`config.mk`:
```
export PLATFORM = sky130hd
export DESIGN_NAME = pipelined_mac
export DESIGN_NICKNAME = d
export VERILOG_FILES = /design/src/rtl/pipelined_mac.sv
export SDC_FILE = /design/constraint.sdc
export NUM_CORES = 2
export LEC_CHECK = 0
export BUFFER_PORTS_ARGS = -buffer_cell sky130_fd_sc_hd__clkbuf_2
export CORE_MARGIN = 1.5
export CORE_UTILIZATION = 60
export CTS_CLUSTER_SIZE = 20
export DETAILED_ROUTE_END_ITERATION = 10
export MAX_ROUTING_LAYER = met4
export PLACE_DENSITY = 0.89
export SETUP_SLACK_MARGIN = 0.5
export SLEW_MARGIN = 20
export SYNTH_ARGS = -nofsm -noshare
export SYNTH_HDL_FRONTEND = slang
export SYNTH_SLANG_ARGS = --single-unit
```
`constraint.sdc`:
```
create_clock -name clk -period 15.84 [get_ports clk]
set_input_delay 3.168 -clock clk [delete_from_list [all_inputs] [get_ports clk]]
set_output_delay 3.168 -clock clk [all_outputs]
set_load 0.005 [all_outputs]
```
`src/rtl/pipelined_mac.sv`:
```
// rtl/pipelined_mac.sv - pipelined multiply-accumulate with dump strobe, rounding and saturation
module pipelined_mac #(
   parameter int A_WIDTH             = 18,
   parameter int B_WIDTH             = 25,
   parameter int ACC_WIDTH           = 48,
   parameter int OUT_WIDTH           = 32,
   parameter int OUT_SHIFT           = 0,
   parameter int NUM_PIPELINE_LEVELS = 3,
   parameter int SIGNED              = 1
) (
   input  logic                 clk,
   input  logic                 rst_n,
   input  logic                 clear,
   input  logic                 valid_in,
   input  logic [A_WIDTH-1:0]   a,
   input  logic [B_WIDTH-1:0]   b,
   input  logic                 acc_en,
   input  logic                 dump,
   output logic [OUT_WIDTH-1:0] p_out,
   output logic                 p_valid,
   output logic                 overflow
);

   localparam int PW    = A_WIDTH + B_WIDTH;
   localparam int RW    = ACC_WIDTH + 1;
   localparam int EXTRA = NUM_PIPELINE_LEVELS - 3;

   if (ACC_WIDTH < PW) begin : g_chk_acc
      $error("pipelined_mac: ACC_WIDTH must be >= A_WIDTH+B_WIDTH");
   end
   if (OUT_WIDTH > ACC_WIDTH) begin : g_chk_out
      $error("pipelined_mac: OUT_WIDTH must be <= ACC_WIDTH");
   end
   if (NUM_PIPELINE_LEVELS < 3) begin : g_chk_lvl
      $error("pipelined_mac: NUM_PIPELINE_LEVELS must be >= 3");
   end

   logic [A_WIDTH-1:0]   a_q;
   logic [B_WIDTH-1:0]   b_q;
   logic                 v1_q, en1_q, dump1_q;
   logic [ACC_WIDTH-1:0] prod_ext, prod_q;
   logic                 v2_q, en2_q, dump2_q;

   if (SIGNED != 0) begin : g_mul_s
      logic signed [PW-1:0] prod_s;
      assign prod_s   = PW'($signed(a_q)) * PW'($signed(b_q));
      assign prod_ext = ACC_WIDTH'(prod_s);
   end else begin : g_mul_u
      logic [PW-1:0] prod_u;
      assign prod_u   = PW'(a_q) * PW'(b_q);
      assign prod_ext = ACC_WIDTH'(prod_u);
   end

   always_ff @(posedge clk or negedge rst_n) begin
      if (!rst_n) begin
         a_q <= '0; b_q <= '0; v1_q <= 1'b0; en1_q <= 1'b0; dump1_q <= 1'b0;
         prod_q <= '0; v2_q <= 1'b0; en2_q <= 1'b0; dump2_q <= 1'b0;
      end else begin
         a_q     <= a;
         b_q     <= b;
         v1_q    <= valid_in & ~clear;
         en1_q   <= acc_en;
         dump1_q <= dump;
         prod_q  <= prod_ext;
         v2_q    <= v1_q & ~clear;
         en2_q   <= en1_q;
         dump2_q <= dump1_q;
      end
   end

   // product and control as seen by the accumulator after the optional delay line
   logic [ACC_WIDTH-1:0] prod_a;
   logic                 v_a, en_a, dump_a;

   if (EXTRA > 0) begin : g_dly
      logic [ACC_WIDTH-1:0] dprod_q [EXTRA];
      logic [EXTRA-1:0]     dv_q, den_q, ddump_q;
      always_ff @(posedge clk or negedge rst_n) begin
         if (!rst_n) begin
            for (int i = 0; i < EXTRA; i++) dprod_q[i] <= '0;
            dv_q <= '0; den_q <= '0; ddump_q <= '0;
         end else begin
            dprod_q[0] <= prod_q;
            dv_q[0]    <= v2_q & ~clear;
            den_q[0]   <= en2_q;
            ddump_q[0] <= dump2_q;
            for (int i = 1; i < EXTRA; i++) begin
               dprod_q[i] <= dprod_q[i-1];
               dv_q[i]    <= dv_q[i-1] & ~clear;
               den_q[i]   <= den_q[i-1];
               ddump_q[i] <= ddump_q[i-1];
            end
         end
      end
      assign prod_a = dprod_q[EXTRA-1];
      assign v_a    = dv_q[EXTRA-1];
      assign en_a   = den_q[EXTRA-1];
      assign dump_a = ddump_q[EXTRA-1];
   end else begin : g_nodly
      assign prod_a = prod_q;
      assign v_a    = v2_q;
      assign en_a   = en2_q;
      assign dump_a = dump2_q;
   end

   logic [ACC_WIDTH-1:0] acc_q, acc_d;
   logic                 sticky_q, sticky_d;
   logic                 fire_q;
   logic [ACC_WIDTH:0]   sum_w;
   logic                 add_ovf;

   assign sum_w   = {1'b0, acc_q} + {1'b0, prod_a};
   assign add_ovf = (SIGNED != 0)
                  ? ((acc_q[ACC_WIDTH-1] == prod_a[ACC_WIDTH-1]) && (sum_w[ACC_WIDTH-1] != acc_q[ACC_WIDTH-1]))
                  : sum_w[ACC_WIDTH];

   always_comb begin
      acc_d    = acc_q;
      sticky_d = sticky_q;
      if (v_a) begin
         if (en_a) begin
            acc_d    = sum_w[ACC_WIDTH-1:0];
            sticky_d = sticky_q | add_ovf;
         end else begin
            acc_d    = prod_a;
            sticky_d = 1'b0;
         end
      end
   end

   // rounding is done one bit wider than the accumulator so the +half cannot wrap
   logic [RW-1:0] acc_x, r_w;
   assign acc_x = (SIGNED != 0) ? {acc_q[ACC_WIDTH-1], acc_q} : {1'b0, acc_q};

   if (OUT_SHIFT > 0) begin : g_rnd
      logic [RW-1:0] rnd_w;
      assign rnd_w = acc_x + (RW'(1) << (OUT_SHIFT - 1));
      if (SIGNED != 0) begin : g_ars
         assign r_w = RW'($signed(rnd_w) >>> OUT_SHIFT);
      end else begin : g_lrs
         assign r_w = rnd_w >> OUT_SHIFT;
      end
   end else begin : g_nornd
      assign r_w = acc_x;
   end

   logic                 sat_w;
   logic [OUT_WIDTH-1:0] sat_val;

   if (SIGNED != 0) begin : g_sat_s
      assign sat_w   = (r_w[RW-1:OUT_WIDTH-1] != {(RW-OUT_WIDTH+1){r_w[RW-1]}});
      assign sat_val = !sat_w       ? r_w[OUT_WIDTH-1:0]
                     : r_w[RW-1]    ? {1'b1, {(OUT_WIDTH-1){1'b0}}}
                                    : {1'b0, {(OUT_WIDTH-1){1'b1}}};
   end else begin : g_sat_u
      assign sat_w   = |r_w[RW-1:OUT_WIDTH];
      assign sat_val = sat_w ? {OUT_WIDTH{1'b1}} : r_w[OUT_WIDTH-1:0];
   end

   logic [OUT_WIDTH-1:0] p_out_q;
   logic                 p_valid_q, ovf_q;

   always_ff @(posedge clk or negedge rst_n) begin
      if (!rst_n) begin
         acc_q <= '0; sticky_q <= 1'b0; fire_q <= 1'b0;
         p_out_q <= '0; p_valid_q <= 1'b0; ovf_q <= 1'b0;
      end else if (clear) begin
         acc_q     <= '0;
         sticky_q  <= 1'b0;
         fire_q    <= 1'b0;
         p_valid_q <= 1'b0;
      end else begin
         acc_q     <= acc_d;
         sticky_q  <= sticky_d;
         fire_q    <= v_a & dump_a;
         p_valid_q <= fire_q;
         if (fire_q) begin
            p_out_q <= sat_val;
            ovf_q   <= sat_w | sticky_q;
         end
      end
   end

   assign p_out    = p_out_q;
   assign p_valid  = p_valid_q;
   assign overflow = ovf_q;

endmodule

```
# Word level (Yosys, flattened, before mapping)
# Index checks and enable logic that the tools add are counted.
# totals
ff_bits	176
in_bits	49
output_inout_bits	34
word_cells	39
# op_classes
add_sub_neg	1
mul	1
eq_ne	3
muxes	10
n_bitwise	6
n_reduce_logical	3
# ops
cell	count
48-bit two-way mux	3
32-bit two-way mux	2
48-bit adder	1
18-bit by 25-bit multiplier with 43-bit output	1
16-bit != test	1
1-bit two-way mux	5
1-bit AND	3
1-bit OR	2
2-bit AND reduction	1
2-bit nonzero test	1
1-bit == test	1
1-bit logical AND	1
1-bit != test	1
1-bit NOT	1

# Longest topological paths before layout
# depth
depth_word	7
mapped_depth	25
ltp_nobuf	24

# Worst setup path before layout
# No wires, ideal clock.
# synth_path
path_type	register to register
startpoint	register b_q[24]
endpoint	register, netlist name prod_a[42]
setup_ns	0.080
t_arrival_ns	6.153
required_ns	15.760
path_slack_ns	9.607
path_stages_with_launch	22
path_buffers	2
synth_period_minus_slack_ns	6.233
cell_sequence	dfrtp_1 -> clkbuf_1 -> nand2_1 -> inv_1 -> fa_1 -> fa_1 -> fa_1 -> fa_1 -> fa_1 -> fa_1 -> ha_1 -> clkbuf_1 -> a21oi_1 -> o21bai_1 -> a21o_1 -> a21o_1 -> a21o_1 -> nor4_1 -> a21oi_1 -> a211o_1 -> a21oi_1 -> xnor2_1
# synth_between
elab_chain_cells	1
# synth_rtl
item	line	source
start, declared	39	logic [B_WIDTH-1:0] b_q;
start signal, assigned	56	a_q <= '0; b_q <= '0; v1_q <= 1'b0; en1_q <= 1'b0; dump1_q <= 1'b0;
start signal, assigned	60	b_q <= b;
18-bit by 25-bit multiplier with 43-bit output	46	assign prod_s = PW'($signed(a_q)) * PW'($signed(b_q));
named net g_mul_s.prod_s[42]	45	logic signed [PW-1:0] prod_s;
# The timed path passes the listed nets, and every way through them passes these cells.
# A chain may end at the register's enable or synchronous reset.

# Final worst setup path
# layout_path
startpoint	register a_q[3]
endpoint	register, netlist name prod_a[42]
# layout_between
elab_chain_cells	1
# layout_rtl
item	line	source
start, declared	38	logic [A_WIDTH-1:0] a_q;
start signal, assigned	56	
start signal, assigned	59	a_q <= a;
18-bit by 25-bit multiplier with 43-bit output	46	
named net g_mul_s.prod_s[42]	45	
# The timed path passes the listed nets, and every way through them passes these cells.

==> impl_metrics.env <==
export IMPL_status="finished, final reports clean"
export IMPL_period_share=0.456
export IMPL_yosysWarnings=0
export IMPL_dp_hpwl_um=46900
export IMPL_timing_critical_path_to_type="flip-flop"
export IMPL_layout_filler_cells=3121
export IMPL_netlist_instances=2641
export IMPL_design_die_area_mm2=0.0423
export IMPL_totalNegativeSetupSlack_ns=0
export IMPL_timing_critical_path_from="a_q[3]"
export IMPL_core_area_mm2=0.0407
export IMPL_yosys_register_bits=176
export IMPL_final_antenna_net_count=0
export IMPL_finalClockSkew_ns=0.0211
export IMPL_cts_hold_fix_buffers=0
export IMPL_wire_length_of_the_first_global_routing_pass_um=99800
export IMPL_drt_first_iter_violations=1873
export IMPL_fmaxAchievable_mhz=138
export IMPL_synth_top_flop_cell="sky130_fd_sc_hd__dfrtp_1"
export IMPL_die_h_um=206
export IMPL_worstHoldPathType="reg -> reg"
export IMPL_via_per_inst=5.84
export IMPL_synth_nets=3286
export IMPL_detail_route_wirelength_um=60500
export IMPL_timing_max_transition_violations_final=0
export IMPL_die_w_um=206
export IMPL_clk_root_buffer_cell="sky130_fd_sc_hd__clkbuf_16"
export IMPL_worstSkewPairLatency_ns=0.48
export IMPL_drc_errors=0
export IMPL_globalRouteOverflowTotal=0
export IMPL_initial_core_util=0.605
export IMPL_netlist_area_mm2=0.0247
export IMPL_cts_setup_buffers=0
export IMPL_post_route_min_period_ns=7.22
export IMPL_path_class="reg -> reg"
export IMPL_layout_drive_gt1_share=0.0602
export IMPL_place_inst=3140
export IMPL_h_tree_depth=4
export IMPL_post_cts_resize_count=0
export IMPL_finalSetupViolCount=0
export IMPL_finish_net_count=3272
export IMPL_synth_edf_count=0
export IMPL_timing_hold_worst_start="dump1_q"
export IMPL_final_hold_viol_count=0
export IMPL_grt_usage=0.312
export IMPL_cts_path_max_buffers=2
export IMPL_syn_to_final_growth_pct=4.97
export IMPL_seqCellArea_mm2=0.00441
export IMPL_worst_slew_pin_transition_ns=1.09
export IMPL_vias=18500
export IMPL_number_of_global_route_vias_before_repair=19800
export IMPL_wl_per_cell_um=19.1
export IMPL_worst_setup_path_start_kind="flip-flop"
export IMPL_io_buffer_count=82
export IMPL_gp_congestion=0.961
export IMPL_multi_input_area_mm2=0.0179
export IMPL_tritoncts="built"
export IMPL_number_of_cts_inserted_buffers=17
export IMPL_max_cap_violations=0
export IMPL_post_synth_cell_area_avg_um2=9.34
export IMPL_rsz0062_at_grt="false"
export IMPL_grt_max_degree=89
export IMPL_layout_commonest_cell="sky130_fd_sc_hd__inv_1"
export IMPL_tritoncts_num_sinks=176
export IMPL_final_hold_worst_slack_ns=0.346
export IMPL_io_pins=83
export IMPL_slew_headroom=0.276
export IMPL_rows=74
export IMPL_critical_path_required_ns=16.23
export IMPL_timing_critical_path_fanout_max=25
export IMPL_drt_pre_antenna_iters=6
export IMPL_post_synthesis_async_set_or_reset_flop_share=1.00
export IMPL_postLayoutCoreUtil=0.635
export IMPL_worstReg2RegStart="a_q[3]"
export IMPL_cts_reportedPaths_clkPinSlew_ns=0.08
export IMPL_cp_data_arrival_time_ns=7.61
export IMPL_antenna_found_initial=0
export IMPL_final_cell_mix="506 x sky130_fd_sc_hd__inv_1, 442 x sky130_fd_sc_hd__fa_1, 356 x sky130_fd_sc_hd__nand2_1"
export IMPL_synth_lib_cells_used_distinct=79
export IMPL_final_cells=3173
export IMPL_synth_seq_area_share=0.179
==> area by class of cell <==
| cell class | count | share of cell area |
|---|---|---|
| antenna | 1 | 0.0000967 |
| clock buffer | 19 | 0.0175 |
| tap | 532 | 0.0257 |
| multi-input combinational | 1837 | 0.690 |
| clock inverter | 13 | 0.00536 |
| inverter | 507 | 0.0735 |
| sequential | 176 | 0.170 |
| timing repair buffer | 88 | 0.0178 |
==> routing by layer <==
metal  vias to the layer above  track usage  part of all wire  wire, µm
li1                       8150            -                 -         -
met1                      9214        0.406              0.40     24200
met2                       969        0.496              0.48     29000
met3                       199       0.0581             0.091      5480
met4                         0        0.103             0.031      1850
met5                         -            -                 0         0
==> state kept, by name (all words and copies together), names as in the netlist, 18 cells and up <==
| signal | flops |
|---|---|
| acc_q | 48 |
| a_q | 18 |
| prod_a | 43 |
| b_q | 25 |
| p_out | 32 |
==> cells by family (layout without fill, tap and decap cells) <==
group | Yosys count | count (layout) | synth area share
simple gates | 748 | 748 | 0.143
buf+inv | 628 | 627 | 0.0981
fa+ha+maj | 596 | 596 | 0.437
compound gates | 375 | 375 | 0.0993
flops | 176 | 176 | 0.179
xor+xnor | 81 | 81 | 0.0288
mux | 37 | 37 | 0.0152
other cells | 0 | 1 | 0
==> per-stage QoR <==
| step | setup slack [ns] | cell area (µm²) |
|---|---|---|
| floorplan | 9.61 | 24700 |
| global placement | 8.98 | 25300 |
| detailed placement | 8.78 | 25300 |
| CTS | 8.70 | 25900 |
| global route | 8.27 | 25900 |
| finish | 8.62 | 25900 |
==> cell usage after synthesis, drive strengths merged, types with 16 or more instances <==
master | n | area (µm²)
nand3 | 28 | 140
a21o | 45 | 343
xnor2 | 54 | 473
nand2 | 356 | 1340
ha | 154 | 1930
mux2i | 36 | 360
inv | 506 | 1900
clkbuf | 113 | 468
o21ai | 73 | 377
a211oi | 39 | 293
dfrtp | 176 | 4400
nor2 | 105 | 394
xor2 | 27 | 236
nor3 | 16 | 90.1
fa | 442 | 8850
a21oi | 120 | 612
and2 | 167 | 1050
==> final timing paths <==
check,to,slack [ns],cells after the start
min in group asynchronous,b_q[11],2.71,1
worst min-delay path,dump2_q,0.35,0
worst min register to register,dump2_q,0.35,0
worst max register to register,prod_a[42],8.62,19
max in group asynchronous,v2_q,11.24,3
worst max-delay path,prod_a[42],8.62,19
==> worst max-delay path, cell delays in order, from the launching register on <==
cell	delay, ns
sky130_fd_sc_hd__dfrtp_1	0.99
sky130_fd_sc_hd__nand2_1	0.23
sky130_fd_sc_hd__inv_1	0.19
sky130_fd_sc_hd__fa_1	0.53
sky130_fd_sc_hd__fa_1	0.89
sky130_fd_sc_hd__fa_1	0.53
sky130_fd_sc_hd__fa_1	0.58
sky130_fd_sc_hd__fa_1	0.43
sky130_fd_sc_hd__fa_1	0.44
sky130_fd_sc_hd__ha_1	0.40
sky130_fd_sc_hd__a21oi_1	0.19
sky130_fd_sc_hd__o21bai_1	0.10
sky130_fd_sc_hd__a21o_1	0.18
sky130_fd_sc_hd__a21o_1	0.17
sky130_fd_sc_hd__a21o_1	0.19
sky130_fd_sc_hd__nor4_1	0.28
sky130_fd_sc_hd__a21oi_1	0.19
sky130_fd_sc_hd__a211o_1	0.30
sky130_fd_sc_hd__a21oi_1	0.17
sky130_fd_sc_hd__xnor2_1	0.14
Power is not shown: default switching activity piles up to over one toggle a cycle in this logic, so the estimate is an artifact.
